===== src/rtl/tt_mux_pkg.sv =====
// Shared types and field positions for the project-slot multiplexer.
package tt_mux_pkg;

    typedef enum logic [1:0] {
        ST_IDLE   = 2'd0,
        ST_DRAIN  = 2'd1,
        ST_RESET  = 2'd2,
        ST_ACTIVE = 2'd3
    } state_t;

    localparam int IW_CLK_BIT  = 0;
    localparam int IW_RSTN_BIT = 1;
    localparam int IW_DATA_LSB = 2;

    // LSB position of a slot's field inside a flattened per-slot bus.
    function automatic int ow_slice(input int slot, input int width);
        return slot * width;
    endfunction

endpackage


===== src/rtl/tt_mux_rst_timer.sv =====
// Loadable down-counter timing how long a newly selected slot stays in reset.
module tt_mux_rst_timer
#(
    parameter int RST_HOLD = 4
) (
    input  logic clk,
    input  logic rst,
    input  logic load,
    output logic done
);

    localparam int CW = (RST_HOLD > 1) ? $clog2(RST_HOLD) : 1;

    logic [CW-1:0] r_cnt;

    // Loaded with RST_HOLD-1 so the reset phase lasts RST_HOLD cycles; parks at zero.
    always_ff @(posedge clk) begin
        if (rst) begin
            r_cnt <= '0;
        end else if (load) begin
            r_cnt <= CW'(RST_HOLD - 1);
        end else if (r_cnt != '0) begin
            r_cnt <= r_cnt - 1'b1;
        end
    end

    assign done = (r_cnt == '0);

endmodule


===== src/rtl/tt_slot_mux.sv =====
// N-slot project multiplexer: routes pad inputs to the selected wrapper and registers its outputs to the pads.
// state | meaning: IDLE no slot enabled | DRAIN old slot off, outputs 0 | RESET new slot held in reset | ACTIVE new slot running
module tt_slot_mux
    import tt_mux_pkg::*;
#(
    parameter int N_SLOTS  = 16,
    parameter int IW_W     = 18,
    parameter int OW_W     = 24,
    parameter int RST_HOLD = 4,
    localparam int SEL_W   = $clog2(N_SLOTS)
) (
    input  logic                    clk,
    input  logic                    rst,
    input  logic                    sel_valid,
    input  logic [SEL_W-1:0]        sel_addr,
    output logic                    sel_ready,
    output logic                    sel_err,
    input  logic                    proj_clk,
    input  logic                    pad_rst_n,
    input  logic [IW_W-3:0]         pad_in,
    output logic [OW_W-1:0]         pad_out,
    output logic [N_SLOTS-1:0]      ena,
    output logic [N_SLOTS*IW_W-1:0] iw_bus,
    input  logic [N_SLOTS*OW_W-1:0] ow_bus,
    output logic [SEL_W-1:0]        active_slot,
    output logic                    active_valid
);

    state_t            r_state;
    state_t            w_state_nxt;
    logic [SEL_W-1:0]  r_target;
    logic              r_sel_err;
    logic [OW_W-1:0]   r_pad_out;
    logic              w_accept;
    logic              w_tgt_ok;
    logic              w_slot_on;
    logic              w_tmr_load;
    logic              w_tmr_done;

    assign sel_ready  = (r_state == ST_IDLE) || (r_state == ST_ACTIVE);
    assign w_accept   = sel_valid && sel_ready;
    assign w_tgt_ok   = int'(r_target) < N_SLOTS;
    assign w_slot_on  = (r_state == ST_RESET) || (r_state == ST_ACTIVE);
    assign w_tmr_load = (r_state == ST_DRAIN);

    tt_mux_rst_timer #(
        .RST_HOLD (RST_HOLD)
    ) u_rst_timer (
        .clk  (clk),
        .rst  (rst),
        .load (w_tmr_load),
        .done (w_tmr_done)
    );

    always_comb begin
        w_state_nxt = r_state;
        case (r_state)
            ST_IDLE, ST_ACTIVE: if (w_accept) w_state_nxt = ST_DRAIN;
            ST_DRAIN:           w_state_nxt = w_tgt_ok ? ST_RESET : ST_IDLE;
            ST_RESET:           if (w_tmr_done) w_state_nxt = ST_ACTIVE;
            default:            w_state_nxt = ST_IDLE;
        endcase
    end

    // Leaving ACTIVE blanks pad_out immediately, so the accept cycle already loads zero.
    always_ff @(posedge clk) begin
        if (rst) begin
            r_state   <= ST_IDLE;
            r_target  <= '0;
            r_sel_err <= 1'b0;
            r_pad_out <= '0;
        end else begin
            r_state   <= w_state_nxt;
            if (w_accept) begin
                r_target <= sel_addr;
            end
            r_sel_err <= (r_state == ST_DRAIN) && !w_tgt_ok;
            if ((r_state == ST_ACTIVE) && (w_state_nxt == ST_ACTIVE)) begin
                r_pad_out <= ow_bus[ow_slice(int'(r_target), OW_W) +: OW_W];
            end else begin
                r_pad_out <= '0;
            end
        end
    end

    for (genvar k = 0; k < N_SLOTS; k++) begin : g_slot
        assign ena[k] = w_slot_on && (r_target == SEL_W'(k));
        assign iw_bus[k*IW_W + IW_CLK_BIT]              = ena[k] & proj_clk;
        assign iw_bus[k*IW_W + IW_RSTN_BIT]             = ena[k] & (r_state == ST_ACTIVE) & pad_rst_n;
        assign iw_bus[k*IW_W + IW_DATA_LSB +: IW_W - 2] = pad_in;
    end

    assign sel_err      = r_sel_err;
    assign pad_out      = r_pad_out;
    assign active_slot  = r_target;
    assign active_valid = (r_state == ST_ACTIVE);

endmodule


===== config.mk =====
export PLATFORM = sky130hd
export DESIGN_NAME = tt_slot_mux
export DESIGN_NICKNAME = d
export VERILOG_FILES = /design/src/rtl/tt_mux_pkg.sv /design/src/rtl/tt_mux_rst_timer.sv /design/src/rtl/tt_slot_mux.sv
export SDC_FILE = /design/constraint.sdc
export NUM_CORES = 1
export LEC_CHECK = 0
export CAP_MARGIN = 0
export CORE_AREA = 3 3 291 293
export DETAILED_ROUTE_END_ITERATION = 8
export DIE_AREA = 0 0 294 296
export HOLD_SLACK_MARGIN = 0.06
export PLACE_DENSITY = 0.41
export SLEW_MARGIN = 25
export SYNTH_ARGS = -nofsm -noshare
export SYNTH_HDL_FRONTEND = slang
export SYNTH_HIERARCHICAL = 1
export SYNTH_SLANG_ARGS = --single-unit

===== constraint.sdc =====
create_clock -name clk -period 4.4 [get_ports clk]
set_input_delay 0.88 -clock clk [delete_from_list [all_inputs] [get_ports clk]]
set_output_delay 0.88 -clock clk [all_outputs]
set_load 0.1 [all_outputs]

==> results of run 1 <==
==> cells in the final DEF, fill, tap and decap left out, drive strengths merged, types with 3 or more instances in the layout <==
cell / count
nor2: 17
inv: 5
ha: 4
buf: 57
dfxtp: 32
diode: 6
mux2i: 49
nor3: 28
o22ai: 24
clkdlybuf4s50: 419
nand2: 8
mux4: 96
nand3: 4
clkbuf: 8
a21oi: 4
nor4: 8
nand2b: 3
==> per-layer routing <==
metal	track usage [%]	part of all wire (%)
met1	10.4	39
met5	0	0.062
met3	2.52	9.3
met2	14.6	47
met4	4.07	4.2
==> worst min-delay path: stages (launching register included) <==
cell	delay, ns
dfxtp_1	0.34
xnor2_1	0.09
nor2_1	0.09
nor2_1	0.04
==> area by class of cell <==
type	instances	area share [%]
Inverter	5	0.182
Clock buffer	8	1.52
Tap cell	1070	13.0
Antenna cell	6	0.146
Multi-Input combinational cell	256	33.8
Sequential cell	32	6.32
Timing Repair Buffer	476	45.0
==> final timing paths <==
check,from,to,cells past startpoint
max,pad_rst_n,iw_bus[19],4
min,u_rst_timer/r_cnt[0],u_rst_timer/r_cnt[0],3
max reg2reg,active_slot[1],pad_out[11],4
min reg2reg,u_rst_timer/r_cnt[0],u_rst_timer/r_cnt[0],3
==> state kept, by name (all words and copies together), names as in the netlist <==
signal,cells
active_slot,4
pad_out,24
r_state,2
u_rst_timer/r_cnt,2
==> where the power goes <==
group	internal [uW]	switching, uW	total, uW
Clock	242	147	388
Sequential	319	88.3	408
Combinational	858	896	1750
==> cell families (layout without fill, tap and decap cells) <==
| family | Yosys count | count (layout) | synth area share [%] |
|---|---|---|---|
| AO/OA/AOI/OAI | 32 | 32 | 3.58 |
| buffers and inverters | 306 | 489 | 35.3 |
| multiplexers | 145 | 145 | 43.4 |
| adder cells (fa/ha/maj) | 4 | 4 | 0.819 |
| XOR/XNOR | 1 | 1 | 0.143 |
| flip-flops | 32 | 32 | 10.5 |
| AND/OR/NAND/NOR | 73 | 73 | 6.26 |
| other | 1 | 7 | 0.0613 |
==> per-stage QoR <==
step / hold slack [ns] / util, %
after detailed placement: 0.598 / 12.3
after CTS: 0.611 / 12.5
after floorplan: 0.545 / -
after global placement: 0.564 / 12.4
after global routing: 0.649 / 12.5
final: 0.606 / 12.6
==> metrics.md, run 1 <==
| Metric | Value |
|---|---|
| Total wire length | `between 40,000 and 50,000 microns` |
| Final cell count without fillers | `roughly 1,900` |
| Initial antenna violation count | `25` |
| Placed cells | `between 1,500 and 2,000` |
| Final Power | `2550 uW` |
| Actual transition at the worst max-transition pin | `1.09 ns` |
| Reg area | `652 sq um` |
| Vias per std cell | `2.94` |
| Maximum number of pins on one net before global-route repair | `a little over 90` |
| Site Rows | `roughly 110` |
| Netlist area before placement | `6110 sq um` |
| Library cell with the highest instance count after synthesis | `buf_4` |
| Maximum count of clock buffers along a single path | `2` |
| Ports placed on the boundary | `roughly 740` |
| Number of global-route vias before repair | `5,688` |
| Fraction of the yosys area taken by sequential cells | `10.5%` |
| Cells after synthesis | `594` |
| Main synth FF type | `dfxtp_1` |
| Number of library cell types mapped by synthesis | `30` |
| Synth Net Count | `1,007` |
| H-tree depth reported by CTS | `2` |
| Cell area after layout | `10,300 sq um` |
| Count of final hold-check violations | `0` |
| Fill count | `9,292` |
| Largest fanout of any net on the critical path | `16` |
| Die Width | `294 microns` |
| Number of enable flip-flop cells after synthesis | `0` |
| Unrepaired setup endpoints after global routing | `no` |
| Post-DR wirelength/cell | `22.5 microns` |
| Ratio of final minimum period to clock period | `79.9%` |
| Number of design rule violations left after detail routing | `0` |
| Run status | `completed` |
| Placer Congestion | `0.760` |
| Fraction of layout cells with a size suffix above 1 | `between 20 and 30%` |
| Worst setup path category | `input port to primary output` |
| All-Layer GR Usage | `8.77%` |
| Total Nets Final | `1,189` |
| Smallest setup slack after layout | `0.884 ns` |
| Type of element launching the critical path | `input port` |
| Data required time of the critical path | `~3.5 ns` |
| DPL Wire Length | `36,500 microns` |
| Fin Clk Skew | `about 0.0079 ns` |
| Leading cell types by count after synthesis | `259 x buf_4, 96 x mux4_2, 49 x mux2i_1, 32 x dfxtp_1, 28 x nor3_1` |
| Core area | `82,100 sq um` |
| Largest stage delay on the critical path | `0.49 ns` |
| WP buf/inv | `2` |
| Number of design-rule violations left by the first detailed-router iteration | `279` |
| Die outline area | `87,000 sq um` |
| Clock-pin transition on the worst setup and hold timing paths | `0.06 ns` |
| Quantity of I/O buffers inserted on ports | `470` |
| Multi-input combinational cell area | `3480 sq um` |
| Hold buffer count at cts | `0` |
| Async set-reset flop share out of synthesis | `0%` |
| Area share of the largest cell type after synthesis | `35.4%` |
| Residual overflow from global routing | `0` |
| Worst VDD drop | `0.165 mV` |
| Rel. slew slack | `27.0%` |
| Max cap viols | `0` |
| Cell type with the highest aggregate area in the netlist | `mux4_2` |
| First-pass GRT wire length | `52,200 microns` |
| DRT Pass-1 Iters | `4` |
| Total via count in the routed design | `5,457` |
| Class of the tightest hold or removal check | `register to register` |
| Worst EP arrival | `2.64 ns` |
| Mean cell area of the mapped netlist | `10.3 sq um` |
| Dpl cell area | `10,100 sq um` |
| Cells traversed along the worst timing path | `clkdlybuf4s50_1 > nand2_1 > nor4_1 > buf_4` |
| Number of clock sinks | `32` |
| Leading post-synthesis cells by cell area | `mux4_2 35%, buf_4 32%, dfxtp_1 10%` |
| Family of cells with the greatest summed delay on the critical path | `simple AND/OR/NAND/NOR gates` |
| Accumulated negative setup slack | `0 ns` |
| Die outline height | `roughly 300 microns` |
| Setup Fix Bufs, Post-CTS | `0` |
| Initial standard-cell utilization of the core | `under 10%` |
| Lkg Pwr | `0.00313 uW` |
| Post-synthesis sequential element count | `32` |
| TritonCTS clock tree | `built` |
| Fin crit period | `3.52 ns` |
| Post-cts gate resize count | `0` |
| Worst-case register-to-register setup slack | `1.65 ns` |
| TritonCTS Buffers | `5` |
| Highest clock frequency the design can meet | `about 0.28 GHz` |
| Yosys synthesis warning count | `6` |
| Growth of design area from synthesis to finish | `68.6%` |
| Number of pins exceeding their max-slew limit in the final report | `0` |
| Clk_lat worst skew | `0.29 ns` |
| Nature of the critical path endpoint | `primary output` |
| Root Buffer Master | `clkbuf_16` |
| Cell at the slowest stage of the critical path | `nand2_1` |
| Remaining antenna violation count after routing | `0` |
| Count of final setup violators | `0` |
| Pre-CTS setup slack | `approximately 0.93 ns` |
| Ratio of total power to cell area | `247 nW/um^2` |
(Power assumes the default switching activity.)
==> run 2, diff against run 1 <==
CORE_AREA = 3 3 287 289   (was 3 3 291 293)
DIE_AREA = 0 0 290 292   (was 0 0 294 296)
PLACE_DENSITY = 0.42   (was 0.41)
clock period = 2.9 ns   (was 4.4 ns; I/O delays follow)
==> metrics.md, run 2 (synthesized netlist as in run 1, its figures left out) <==
| Metric | Value |
|---|---|
| Initial standard-cell utilization of the core | `7.63% (+0.18 points)` |
| Remaining antenna violation count after routing | `0 (unchanged)` |
| Cell area after layout | `11,500 sq um (+11%)` |
| Post-route core utilization | `14.3% (+1.8 points)` |
| TritonCTS clock tree | `built` |
| Fin Clk Skew | `0.00890 ns (+0.000972 ns)` |
| Clk_lat worst skew | `0.30 ns (about the same)` |
| Number of global-route vias before repair | `6,123 (+7.6%)` |
| NetSw | `1850 uW (+64%)` |
| Busiest grt layer | `met2` |
| Ratio of final minimum period to clock period | `94.6%` |
| Most common cell after layout, fill and taps aside | `clkdlybuf4s50_1` |
| Dpl cell area | `11,300 sq um (+11%)` |
| Max cap viols | `0 (unchanged)` |
| H-tree depth reported by CTS | `2 (unchanged)` |
| Global Route met1 Usage | `11.3% (+0.91 points)` |
| Unrepaired setup endpoints after global routing | `no` |
| Die Width | `290 microns (-1.4%)` |
| Rel. slew slack | `57.7% (+31 points)` |
| Total Nets Final | `1,214 (+2.1%)` |
| Actual transition at the worst max-transition pin | `0.634 ns (-0.457 ns)` |
| Maximum count of clock buffers along a single path | `2 (unchanged)` |
| Growth of design area from synthesis to finish | `87.8%` |
| Clock-pin transition on the worst setup and hold timing paths | `0.06 ns (about the same)` |
| Highest clock frequency the design can meet | `0.364 GHz` |
| Final Power | `4190 uW (+64%)` |
| Maximum number of pins on one net before global-route repair | `36 (-60%)` |
| Relative contribution of the clock network to total power | `15.5% (+0.3 points)` |
| DRT Pass-1 Iters | `4 (unchanged)` |
| Fraction of power spent switching nets | `44.2% (-0.13 points)` |
| Worst VDD drop | `0.156 mV (-5.5%)` |
| Initial antenna violation count | `62 (+150%)` |
| Number of pins exceeding their max-slew limit in the final report | `0 (unchanged)` |
| Hold buffer count at cts | `0 (unchanged)` |
| Residual overflow from global routing | `0 (unchanged)` |
| Post-cts gate resize count | `0 (unchanged)` |
| Top library cells by usage in the layout, fill and taps aside | `392 x clkdlybuf4s50_1, 96 x mux4_2, 55 x buf_4` |
| Total wire length | `47,200 microns (+13%)` |
| Number of design-rule violations left by the first detailed-router iteration | `244 (-13%)` |
| Max FFs per register | `24 (unchanged)` |
| All-Layer GR Usage | `10.7% (+1.9 points)` |
| Worst setup path category | `register to primary output` |
| Internal power | `2340 uW (+65%)` |
| Count of final hold-check violations | `0 (unchanged)` |
| Largest fanout of any net on the critical path | `12 (-4)` |
| Data required time of the critical path | `2.32 ns (-1.20 ns)` |
| Ports placed on the boundary | `744 (unchanged)` |
| GR Util met3 | `7.44% (+4.9 points)` |
| Final cell count without fillers | `1,880 (+1.5%)` |
| TritonCTS Buffers | `5 (unchanged)` |
| Lkg Pwr | `0.00371 uW (+18%)` |
| Type of element launching the critical path | `register` |
| Worst EP arrival | `2.16 ns (-0.48 ns)` |
| Class of the tightest hold or removal check | `register to register` |
| Site Rows | `104 (-0.95%)` |
| Ratio of total power to cell area | `365 nW/um^2 (+48%)` |
| Total via count in the routed design | `5,698 (+4.4%)` |
| Sequential share of power | `14.6% (-1.4 points)` |
| Worst-case register-to-register setup slack | `0.48 ns (-1.17 ns)` |
| Root Buffer Master | `clkbuf_16` |
| Hold Worst Slack | `0.586 ns (-0.0197 ns)` |
| Nature of the critical path endpoint | `primary output` |
| Number of design rule violations left after detail routing | `0 (unchanged)` |
| Met2 demand-to-capacity share in global routing | `17.8% (+3.2 points)` |
| Die outline area | `84,700 sq um (-2.7%)` |
| Post-DR wirelength/cell | `25.1 microns (+12%)` |
| Setup Fix Bufs, Post-CTS | `0 (unchanged)` |
| Fraction of layout cells with a size suffix above 1 | `33.9% (+8.3 points)` |
| Count of final setup violators | `0 (unchanged)` |
| Vias per std cell | `3.03 (+2.9%)` |
| Core area | `80,200 sq um (-2.4%)` |
| First-pass GRT wire length | `61,600 microns (+18%)` |
| Die outline height | `292 microns (-1.4%)` |
| Placed cells | `1,854 (+0.82%)` |
| Fin crit period | `2.74 ns` |
| Placer Congestion | `0.830 (+9.1%)` |
| Run status | `completed` |
| Quantity of I/O buffers inserted on ports | `470 (unchanged)` |
| Comb power frac | `69.9% (+1.1 points)` |
| Number of clock sinks | `32 (unchanged)` |
| DPL Wire Length | `42,700 microns (+17%)` |
-- run 2: per-layer routing --
layer	vias to the layer above	part of all wire, %	wire length, microns
met3	74	14	6760
met1	2734	36	17200
met2	456	48	22600
li1	2382	-	-
met4	52	0.70	332
met5	-	0.71	336
-- run 2: critical path, cell delays in order, from the launching register on --
cell,delay [ns]
dfxtp_1,0.35
inv_1,0.13
ha_1,0.22
nor2_1,0.09
or3b_1,0.35
buf_4,0.26
nor4_4,0.25
buf_12,0.22
-- run 2: area by class of cell --
type | instances | area [sq um]
clock buffers | 5 | 125
inverters | 5 | 18.8
flip-flops and latches | 32 | 656
repair buffers | 501 | 5420
well taps | 1060 | 1330
multi-input cells | 256 | 3850
clock inverters | 3 | 42.5
diodes | 18 | 45.0
fillers | 9013 | 68700
-- run 2: power groups by stage --
stage	registers (uW)	clock network, uW	logic (uW)
2_1_floorplan	638	0	3430
3_3_place_gp	627	0	2980
3_5_place_dp	629	0	2990
4_1_cts	619	693	3000
5_1_grt	626	696	3100
6_report	612	650	2930
-- run 2: stage by stage --
step	setup TNS [ns]	worst slack, ns
2_1_floorplan	-0.853	-0.187
3_3_place_gp	0	0.348
3_5_place_dp	0	0.345
4_1_cts	0	0.126
5_1_grt	0	0.0488
6_report	0	0.156
-- run 2: worst paths after layout --
kind,endpoint,cells after the start,from
setup / recovery,iw_bus[18],7,r_state[0]
hold / removal,u_rst_timer/r_cnt[0],3,u_rst_timer/r_cnt[0]
setup reg to reg,pad_out[5],7,r_state[0]
hold reg to reg,u_rst_timer/r_cnt[0],3,u_rst_timer/r_cnt[0]
